==> config.mk <==
export PLATFORM = sky130hd
export DESIGN_NAME = ultrasonic_echo_meter
export DESIGN_NICKNAME = d
export VERILOG_FILES = /design/src/rtl/ultrasonic_pkg.sv /design/src/rtl/us_tick_gen.sv /design/src/rtl/ultrasonic_echo_meter.sv
export SDC_FILE = /design/constraint.sdc
export NUM_CORES = 1
export LEC_CHECK = 0
export ABC_AREA = 1
export CELL_PAD_IN_SITES_DETAIL_PLACEMENT = 0
export CELL_PAD_IN_SITES_GLOBAL_PLACEMENT = 1
export CORE_AREA = 2 2 102 104
export CTS_CLUSTER_SIZE = 10
export DETAILED_ROUTE_END_ITERATION = 12
export DIE_AREA = 0 0 104 106
export PLACE_DENSITY = 0.77
export SYNTH_ARGS = -nofsm -noshare
export SYNTH_HDL_FRONTEND = slang
export SYNTH_SLANG_ARGS = --single-unit
==> constraint.sdc <==
create_clock -name clk -period 1.95 [get_ports clk]
set_input_delay 0.195 -clock clk [delete_from_list [all_inputs] [get_ports clk]]
set_output_delay 0.195 -clock clk [all_outputs]
set_load 0.02 [all_outputs]
==> src/rtl/ultrasonic_pkg.sv <==
`default_nettype none
// +----------------------------------------------------------------------+
// | Package : ultrasonic_pkg                                             |
// | Brief   : Shared state encoding, default timing constants and small  |
// |           elaboration helpers for the ultrasonic range engine.       |
// | Rev     : 1.0  initial release                                       |
// +----------------------------------------------------------------------+
package ultrasonic_pkg;

  localparam int unsigned DEF_CLK_HZ     = 100_000_000;
  localparam int unsigned DEF_TRIG_US    = 10;
  localparam int unsigned DEF_PERIOD_MS  = 60;
  localparam int unsigned DEF_TIMEOUT_US = 25_000;
  localparam int unsigned DEF_US_PER_CM  = 58;
  localparam int unsigned DEF_DIST_W     = 12;

  localparam int unsigned STATE_W = 3;
  localparam logic [STATE_W-1:0] IDLE      = 3'd0;
  localparam logic [STATE_W-1:0] TRIG      = 3'd1;
  localparam logic [STATE_W-1:0] WAIT_RISE = 3'd2;
  localparam logic [STATE_W-1:0] MEASURE   = 3'd3;
  localparam logic [STATE_W-1:0] HOLDOFF   = 3'd4;

  // Clocks per microsecond; the clock must be an integer number of MHz.
  function automatic int unsigned clks_per_us(input int unsigned clk_hz);
    return clk_hz / 1_000_000;
  endfunction

  // Bits needed to hold the values 0..max_val (at least one bit).
  function automatic int unsigned cnt_width(input int unsigned max_val);
    return (max_val > 1) ? $clog2(max_val + 1) : 1;
  endfunction

endpackage
`default_nettype wire

==> src/rtl/us_tick_gen.sv <==
`default_nettype none
// +----------------------------------------------------------------------+
// | Module  : us_tick_gen                                                |
// | Brief   : Microsecond prescaler. One-cycle tick every DIV clocks,    |
// |           realignable with clr so the first tick lands DIV clocks    |
// |           after the clear.                                           |
// | Rev     : 1.0  initial release                                       |
// +----------------------------------------------------------------------+
module us_tick_gen
  import ultrasonic_pkg::*;
#(
  parameter int unsigned DIV = clks_per_us(DEF_CLK_HZ)
) (
  input  logic clk,
  input  logic reset_p,
  input  logic clr,
  output logic tick
);

  localparam int unsigned CW = cnt_width(DIV - 1);
  localparam logic [CW-1:0] LAST = CW'(DIV - 1);

  logic [CW-1:0] cnt;

  // Free-running divide-by-DIV counter, restarted from zero by clr.
  always_ff @(posedge clk) begin
    if (!reset_p || clr) begin
      cnt <= '0;
    end else if (cnt == LAST) begin
      cnt <= '0;
    end else begin
      cnt <= cnt + CW'(1);
    end
  end

  assign tick = (cnt == LAST);

endmodule
`default_nettype wire

==> src/rtl/ultrasonic_echo_meter.sv <==
`default_nettype none
// +----------------------------------------------------------------------+
// | Module  : ultrasonic_echo_meter                                      |
// | Brief   : HC-SR04 style range engine. Fires periodic triggers,       |
// |           times the echo in microseconds and converts to whole       |
// |           centimetres with a chained us / cm prescaler.              |
// | Rev     : 1.0  initial release                                       |
// +----------------------------------------------------------------------+
module ultrasonic_echo_meter
  import ultrasonic_pkg::*;
#(
  parameter int unsigned CLK_HZ     = DEF_CLK_HZ,
  parameter int unsigned TRIG_US    = DEF_TRIG_US,
  parameter int unsigned PERIOD_MS  = DEF_PERIOD_MS,
  parameter int unsigned TIMEOUT_US = DEF_TIMEOUT_US,
  parameter int unsigned US_PER_CM  = DEF_US_PER_CM,
  parameter int unsigned DIST_W     = DEF_DIST_W
) (
  input  logic              clk,
  input  logic              reset_p,
  input  logic              meas_en,
  input  logic              echo_in,
  output logic              trig_out,
  output logic [DIST_W-1:0] dist_cm,
  output logic              dist_valid,
  output logic              timeout_err,
  output logic              busy
);

  localparam int unsigned CLKS_PER_US = clks_per_us(CLK_HZ);
  localparam int unsigned PERIOD_US   = PERIOD_MS * 1000;
  localparam int unsigned US_MAX      = (TRIG_US > TIMEOUT_US) ? TRIG_US : TIMEOUT_US;
  localparam int unsigned UW          = cnt_width(US_MAX);
  localparam int unsigned PW          = cnt_width(PERIOD_US);
  localparam int unsigned SW          = cnt_width(US_PER_CM - 1);

  localparam logic [UW-1:0]     TRIG_LAST    = UW'(TRIG_US - 1);
  localparam logic [UW-1:0]     TIMEOUT_LAST = UW'(TIMEOUT_US - 1);
  localparam logic [PW-1:0]     PERIOD_END   = PW'(PERIOD_US);
  localparam logic [PW-1:0]     PERIOD_LAST  = PW'(PERIOD_US - 1);
  localparam logic [SW-1:0]     SUB_LAST     = SW'(US_PER_CM - 1);
  localparam logic [DIST_W-1:0] CM_MAX       = {DIST_W{1'b1}};

  logic [STATE_W-1:0] state;
  logic [STATE_W-1:0] next_state;
  logic               echo_s1, echo_s2, echo_s3;
  logic               echo_rise, echo_fall;
  logic               us_tick, tick_clr;
  logic [UW-1:0]      us_cnt;
  logic [PW-1:0]      period_cnt;
  logic [SW-1:0]      sub_cnt, sub_nxt;
  logic [DIST_W-1:0]  cm_cnt, cm_nxt;
  logic               trig_done, us_timeout, period_done;
  logic               meas_done, cycle_timeout;

  // Microsecond tick, realigned to the trigger rise so every period is exact.
  us_tick_gen #(
    .DIV (CLKS_PER_US)
  ) u_us_tick (
    .clk     (clk),
    .reset_p (reset_p),
    .clr     (tick_clr),
    .tick    (us_tick)
  );

  // Two-flop synchroniser for the asynchronous echo pin plus a history flop.
  always_ff @(posedge clk) begin
    if (!reset_p) begin
      echo_s1 <= 1'b0;
      echo_s2 <= 1'b0;
      echo_s3 <= 1'b0;
    end else begin
      echo_s1 <= echo_in;
      echo_s2 <= echo_s1;
      echo_s3 <= echo_s2;
    end
  end

  assign echo_rise   = echo_s2 & ~echo_s3;
  assign echo_fall   = ~echo_s2 & echo_s3;
  assign trig_done   = us_tick && (us_cnt == TRIG_LAST);
  assign us_timeout  = us_tick && (us_cnt == TIMEOUT_LAST);
  // The period expires on the tick that completes it, so the next trigger
  // lands exactly PERIOD_US microseconds after the previous rise.
  assign period_done = (period_cnt == PERIOD_END) || (us_tick && (period_cnt == PERIOD_LAST));
  assign tick_clr    = (next_state == TRIG) && (state != TRIG);
  // A fall beats a coincident timeout in MEASURE.
  assign meas_done     = (state == MEASURE) && echo_fall;
  assign cycle_timeout = ((state == WAIT_RISE) && !echo_rise && us_timeout) ||
                         ((state == MEASURE) && !echo_fall && us_timeout);

  // State register.
  always_ff @(posedge clk) begin
    if (!reset_p) begin
      state <= IDLE;
    end else begin
      state <= next_state;
    end
  end

  // Next-state logic.
  always_comb begin
    next_state = state;
    case (state)
      IDLE:      if (meas_en) next_state = TRIG;
      TRIG:      if (trig_done) next_state = WAIT_RISE;
      WAIT_RISE: begin
        if (echo_rise)       next_state = MEASURE;
        else if (us_timeout) next_state = HOLDOFF;
      end
      MEASURE:   if (echo_fall || us_timeout) next_state = HOLDOFF;
      HOLDOFF:   if (period_done) next_state = meas_en ? TRIG : IDLE;
      default:   next_state = IDLE;
    endcase
  end

  // State-decoded outputs.
  always_comb begin
    trig_out = (state == TRIG);
    busy     = (state != IDLE);
  end

  // Chained prescaler: US_PER_CM ticks make one centimetre, saturating.
  always_comb begin
    sub_nxt = sub_cnt;
    cm_nxt  = cm_cnt;
    if (us_tick) begin
      if (sub_cnt == SUB_LAST) begin
        sub_nxt = '0;
        if (cm_cnt != CM_MAX) cm_nxt = cm_cnt + DIST_W'(1);
      end else begin
        sub_nxt = sub_cnt + SW'(1);
      end
    end
  end

  // Per-state us counter, period counter, range counters and result strobes.
  always_ff @(posedge clk) begin
    if (!reset_p) begin
      us_cnt      <= '0;
      period_cnt  <= '0;
      sub_cnt     <= '0;
      cm_cnt      <= '0;
      dist_cm     <= '0;
      dist_valid  <= 1'b0;
      timeout_err <= 1'b0;
    end else begin
      dist_valid  <= 1'b0;
      timeout_err <= 1'b0;

      if (next_state != state) us_cnt <= '0;
      else if (us_tick)        us_cnt <= us_cnt + UW'(1);

      if (tick_clr)                                period_cnt <= '0;
      else if (us_tick && period_cnt != PERIOD_END) period_cnt <= period_cnt + PW'(1);

      if (state == WAIT_RISE && next_state == MEASURE) begin
        sub_cnt <= '0;
        cm_cnt  <= '0;
      end else if (state == MEASURE) begin
        sub_cnt <= sub_nxt;
        cm_cnt  <= cm_nxt;
      end

      // Capture includes this cycle's tick so no microsecond is lost.
      if (meas_done) begin
        dist_cm    <= cm_nxt;
        dist_valid <= 1'b1;
      end
      if (cycle_timeout) timeout_err <= 1'b1;
    end
  end

endmodule
`default_nettype wire

======== After elaboration in Yosys (flattened, before gate mapping) ========
Index checks and enable logic that the tools add are counted.
word-level totals
  bits in registers ....................... 76
  output and inout bits ................... 16
  word-level logic and storage cells ...... 77
cells by class
  add/sub/neg operators ................... 5
  equal/unequal tests ..................... 16
  muxes and demuxes ....................... 14
  bitwise operators ....................... 5
  reduce and logical (&&, ||, !) cells .... 25
operators with widths
  operator                                              count
  two-way mux 12 bit                                    3
  equality test 16 bit, second input constant           2
  two-way mux 3 bit                                     6
  adder 16 x 1 -> 16 bit, second input constant         1
  inequality test 16 bit, second input constant         1
  adder 15 x 1 -> 15 bit, second input constant         1
  equality test 15 bit, second input constant           1
  equality test 15 x 4 -> 1 bit, second input constant  1
  one-hot mux 3 bit (5 select lines)                    1
  adder 12 x 1 -> 12 bit, second input constant         1
  inequality test 12 bit, second input constant         1
  logical AND 1 bit                                     11
  equality test 3 x 2 -> 1 bit, second input constant   3
  OR reduction 2 bit                                    4
  adder 7 x 1 -> 7 bit, second input constant           1
  equality test 7 bit, second input constant            1
  adder 6 x 1 -> 6 bit, second input constant           1
  equality test 3 x 1 -> 1 bit, second input constant   2
  equality test 6 bit, second input constant            1
  two-way mux 6 bit                                     1
  logical OR 1 bit                                      4
  equality test 3 bit, second input constant            1
  logical NOT 1 bit                                     3
  logical NOT 3 bit                                     1
  7 further kinds                                       12

======== Logic depth before layout (Yosys ltp) ========
  depth in word-level cells ............... 9
  gate-level depth with buffers ........... 13
  mapped depth without buffers ............ 12

======== Cells and area by module ========
A second synthesis with hierarchy kept.
second synthesis, totals
  cells, all modules ...................... 586
  area total of the unflattened synthesis .. 4119.0 um2
by module, submodules not included
  module                 instances  cells an instance  area an instance (um2)  seq. area each (um2)
  ultrasonic_echo_meter  1          534                3748.6                  1381.3
  us_tick_gen            1          52                 370.4                   140.1

======== Worst setup path before layout ========
No wires, ideal clock.
  kind .................................... reg-to-reg
  start ................................... register u_us_tick.cnt[0]
  end ..................................... register cm_cnt[9]
  setup time .............................. 0.132 ns
  arrival ................................. 1.567 ns
  data required time ...................... 1.818 ns
  path slack .............................. 0.250 ns
  cell stages (with the launch flop) ...... 12
  path buffers ............................ 1
  clock period less this slack ............ 1.700 ns
  cells stage by stage .................... dfxtp_1 ha_1 nand2_1 inv_2 nand3_4 nor2_1 buf_4 nand2_2 o21ai_0 nand2_1 nand2_1 a21oi_1
on the way
  cells in the longest elaborated chain, start to end .. 8
  elaborated cells between the ends (all ways) .. 16
  classes of those cells .................. eq/ne (2); mux (7); reduce/logical (7)
RTL lines
  element                                          RTL line                                                                                  RTL
  from (decl)                                      us_tick_gen.sv:23                                                                         logic [CW-1:0] cnt;
  from (signal assigned)                           us_tick_gen.sv:32                                                                         cnt <= cnt + CW'(1);
  equality test 7 bit *                            us_tick_gen.sv:36                                                                         assign tick = (cnt == LAST);
  logical AND 1 bit, on equally long branches      ultrasonic_echo_meter.sv:82, ultrasonic_echo_meter.sv:85
  two-way mux 3 bit, or another cell as far along  ultrasonic_echo_meter.sv:109                                                              else if (us_timeout) next_state = HOLDOFF;
  two-way mux 3 bit, on equally long branches      ultrasonic_echo_meter.sv:108, ultrasonic_echo_meter.sv:111, ultrasonic_echo_meter.sv:112
  one-hot mux 3 bit (5 select lines)               ultrasonic_echo_meter.sv:104                                                              case (state)
  equality test 3 x 2 -> 1 bit                     ultrasonic_echo_meter.sv:157                                                              if (state == WAIT_RISE && next_state == MEASURE) begin
  logical AND 1 bit                                ultrasonic_echo_meter.sv:157
  OR reduction 2 bit (no line)                     -
  to (signal assigned)                             ultrasonic_echo_meter.sv:162                                                              cm_cnt <= cm_nxt;
  to (decl)                                        ultrasonic_echo_meter.sv:52                                                               logic [DIST_W-1:0] cm_cnt, cm_nxt;
Every way passes the cells marked *; elsewhere a longest branch is shown, timed or not.
A chain may end at the register's enable or synchronous reset.

======== Worst setup path in the final report ========
  start ................................... register state[2]
  end ..................................... output port busy
on the way
  cells in the longest elaborated chain, start to end .. 1
RTL lines
  element                 RTL line                      RTL
  from (decl)             ultrasonic_echo_meter.sv:44   logic [STATE_W-1:0] state;
  from (signal assigned)  ultrasonic_echo_meter.sv:97   state <= next_state;
  nonzero test 3 bit      ultrasonic_echo_meter.sv:120  busy = (state != IDLE);
  to (decl)               ultrasonic_echo_meter.sv:27   output logic busy
No other way between the ends.

==> Flow_metrics.wiki <==
{| class="wikitable"
! Metric !! Value
|-
| Outcome || finished clean
|-
| # fillers || approximately 1,000
|-
| I/O Pins || 20
|-
| Largest area contributor in the netlist || dfxtp_1
|-
| Synth Warn # || 0
|-
| Footprint of the multi-input gates || 2356 sq um
|-
| Critical path peak fanout || 6
|-
| Routed Wire Length || 10.06 mm
|-
| Startpoint of the most critical register-to-register path || us_cnt[1]
|-
| CTS tree || yes
|-
| Startpoint kind of the worst setup timing path || register
|-
| Vias in the first global route || ~3,600
|-
| Number of nets in the layout || around 650
|-
| FF-to-FF setup slack || 0.13 ns
|-
| Count of placed standard cells including taps || about 760
|-
| Post-route clock skew || ~0.007 ns
|-
| Setup slack after placement || 0.05170 ns
|-
| Most frequently used cell type in the post-synthesis netlist || nand2_1
|-
| Area fraction of the dominant cell type after synthesis || 0.3570
|-
| Clock Latency Late Sink || 0.36 ns
|-
| Gate Count Post-Synth || between 600 and 700
|-
| Largest net degree at the start of global routing || 24
|-
| Max H-tree Level || 3
|-
| Worst setup margin || about 0.09 ns
|-
| Cell with the largest stage delay on the worst path || clkdlybuf4s50_1
|-
| Top area cells in the synthesized netlist || dfxtp_1, nand2_1, nand3_1, inv_1, nor2_1
|-
| Worst hold path type || in2reg
|-
| Commonest register cell after synthesis || dfxtp_1
|-
| Share of final-layout standard cells stronger than drive strength 1 || 0.1612
|-
| Kind of end point of the critical path || output port
|-
| Switching share of power || 0.2421
|-
| Relative contribution of combinational cells to total power || 0.059
|-
| Layout Utilization || 0.4985
|-
| Final RePlAce weighted congestion || between 0.8 and 0.9
|-
| Maximum achievable frequency || around 540 MHz
|-
| Cell-internal power || ~2300 uW
|-
| Unrepaired setup endpoints after global routing || yes
|-
| Clk sink count || 76
|-
| Critical path endpoint || busy
|-
| Switching component of the power || about 730 uW
|-
| Cell area after synthesis || roughly 4300 sq um
|-
| Total number of vias || between 3,000 and 4,000
|-
| Async set-or-reset flop fraction in the synthesized netlist || 0
|-
| Startpoint of the most critical setup path || state[2]
|-
| Die width || approximately 100 um
|-
| Synthesis-to-layout area growth || 16.97%
|-
| Post-DR wirelength/cell || around 13 um
|-
| Storage cell area || 1526 sq um
|-
| Clock slew seen by the registers of the worst setup and hold paths || 0.08 ns
|-
| Final global-route overflow total || 0
|-
| Count of unresolved DRC violations after routing || 0
|-
| Number of logic stages on the critical path including buffering || 3
|-
| FF-to-FF path depth || 12
|-
| Number of distinct library cells after synthesis || 38
|-
| Post-route insts no fill || 781
|-
| Fraction of the cycle the final worst path needs || 0.9550
|-
| Die outline height || 106 um
|-
| Part of the Yosys area used for sequential elements || 0.3570
|-
| Worst path required time || 1.75 ns
|-
| Post-Syn Area per Cell || roughly 7 sq um
|-
| Number of antenna repair diodes || 0
|-
| Total global routing track utilization || 0.1849
|-
| Root Buffer || clkbuf_8
|-
| Hold_buf cts || 0
|-
| Leak Pwr || roughly 0.0019 uW
|-
| Highest ir drop seen on vdd || roughly 0.00045 V
|-
| Final Total Pwr || between 3000 and 4000 uW
|-
| Via-to-Cell Ratio || about 5.0
|-
| Cell area after placement || roughly 4700 sq um
|-
| Total power per unit cell area || between 600 and 700 nW/um^2
|-
| Number of buffer and inverter instances along the worst setup path || 2
|-
| Class of the most critical setup path || reg2out
|-
| Total die area || about 11,000 sq um
|-
| Maximum count of clock buffers along a single path || 2
|-
| Top Family by Delay on Critical Path || buffers and inverters
|-
| Seq pwr share || 0.519
|-
| Synthesized Nets || about 600
|-
| Final HPWL from detailed placement || 7.330 mm
|-
| Wire length of the first global-routing pass || about 17 mm
|-
| Final hold violations || 0
|-
| Number of enable flip-flop cells after synthesis || 0
|-
| Effective utilization at floorplan || 0.4262
|-
| Fin area || approximately 5000 sq um
|-
| Initial detailed-routing violation count || 116
|-
| Cell breakdown of the critical path || inv_2, nand2_1, clkdlybuf4s50_1
|-
| CP arrival || ~1.7 ns
|-
| Worst slew slack as a fraction of its limit || 0.7456
|-
| Count of final max-slew check failures || 0
|-
| Number of flip-flops and latches in the synthesized netlist || 76
|-
| Floorplan core area || 10000 sq um
|-
| Site row count || 37
|-
| Clock Power Share || 0.421
|-
| Count of buffers from port buffering || 19
|-
| Total of max-cap violations || 0
|-
| Count of antenna-violating nets left after detailed routing || 0
|-
| Drt first pass iters || 5
|-
| Number of buffers created by CTS || 9
|-
| Antenna violations before repair || 0
|-
| Largest stage delay on the critical path || around 0.60 ns
|-
| Count of endpoints failing setup in the final report || 0
|-
| Slew @ Worst Pin || 0.3812 ns
|-
| Period minus WS final || between 1.5 and 2 ns
|-
| Destination of the worst register-to-register timing path || u_us_tick.cnt[1]
|-
| Leading post-synthesis cells by instance count || nand2_1, dfxtp_1, inv_1
|}
[metrics by stage]
| step | TNS (ns) | hold WS (ns) |
|---|---|---|
| after floorplan | 0 | 0.2926 |
| after CTS | 0 | 0.3499 |
| after detailed placement | 0 | 0.4073 |
| final | 0 | 0.3682 |
| after global routing | -0.02255 | 0.3970 |
| after global placement | 0 | 0.3970 |
[timing repair]
item / CTS / global route
endpoints found under the setup margin: 1 / 55
gates resized for setup: 1 / 12
cloned: 0 / 1
pin swaps: 0 / 2
setup buffers: 0 / 2
[cells by family after synthesis]
logic type | count (synthesis) | synth area share
AND/OR/NAND/NOR | 330 | 0.3782
buffers and inverters | 98 | 0.09542
flip-flops | 76 | 0.3570
AO/OA/AOI/OAI | 61 | 0.08632
XOR/XNOR | 29 | 0.05960
adder cells (fa/ha/maj) | 8 | 0.02349
[final cells by class]
class	count	area share
multi-input cells	428	0.4726
flip-flops and latches	76	0.3062
repair buffers	41	0.08158
inverters	84	0.06325
well taps	136	0.03414
clock buffers	11	0.03037
clock inverters	5	0.01180
[cell usage in the layout, fill, tap and decap left out, types with 2 or more instances in the layout]
cell type,netlist,routed
a211oi_1,2,2
nor4_1,2,2
nand3_2,3,3
o21ai_0,20,18
o21ai_1,1,3
inv_2,8,8
nor2_1,71,68
buf_4,1,17
nand2_1,129,129
a31oi_1,4,4
dfxtp_2,0,4
nand3_1,57,57
ha_1,8,6
nor3_2,14,14
xnor2_1,9,9
nand4_1,16,16
clkbuf_8,0,11
nor3_1,15,15
nor2_4,4,4
inv_1,75,75
a21oi_1,20,20
nor2_2,3,6
nand2_2,6,6
clkinvlp_4,0,2
buf_12,0,3
a21oi_2,11,11
xor2_1,20,20
nand3_4,2,2
clkdlybuf4s50_1,0,18
dfxtp_1,76,72
or2_2,3,3
[flip-flops by register name, summed over array words and instances, names as in the netlist]
register / count
cm_cnt: 12
dist_cm: 12
dist_valid: 1
echo_s1: 1
echo_s2: 1
echo_s3: 1
period_cnt: 16
state: 3
sub_cnt: 6
timeout_err: 1
u_us_tick.cnt: 7
us_cnt: 15
[per-layer routing]
| metal | share of wire | global-route usage | up-vias |
|---|---|---|---|
| li1 | - | - | 2007 |
| met4 | 0.013 | 0.05792 | 0 |
| met1 | 0.48 | 0.2346 | 1812 |
| met2 | 0.48 | 0.3167 | 42 |
| met5 | 0 | 0 | - |
| met3 | 0.024 | 0.03740 | 9 |
[power by group through the flow]
stage                     clock network [uW]  logic (uW)  registers, uW
after floorplan                            0         109           1600
after global placement                     0         165           1600
after detailed placement                   0         167           1600
after CTS                               1320         166           1570
after global routing                    1380         191           1570
final                                   1270         179           1570
[worst min path at each step]
stage | start | endpoint | depth (start not counted)
finish | echo_in | echo_s1 | 3
global route | echo_in | echo_s1 | 3
CTS | echo_in | echo_s1 | 3
detailed placement | echo_s1 | echo_s2 | 2
global placement | echo_s1 | echo_s2 | 2
floorplan | echo_in | echo_s1 | 2
[tightest hold or removal path: stages]
cell	delay, ns
clkdlybuf4s50_1	0.40
nand2_1	0.06
inv_1	0.03
Note: power is estimated with default switching activity, not from simulation.
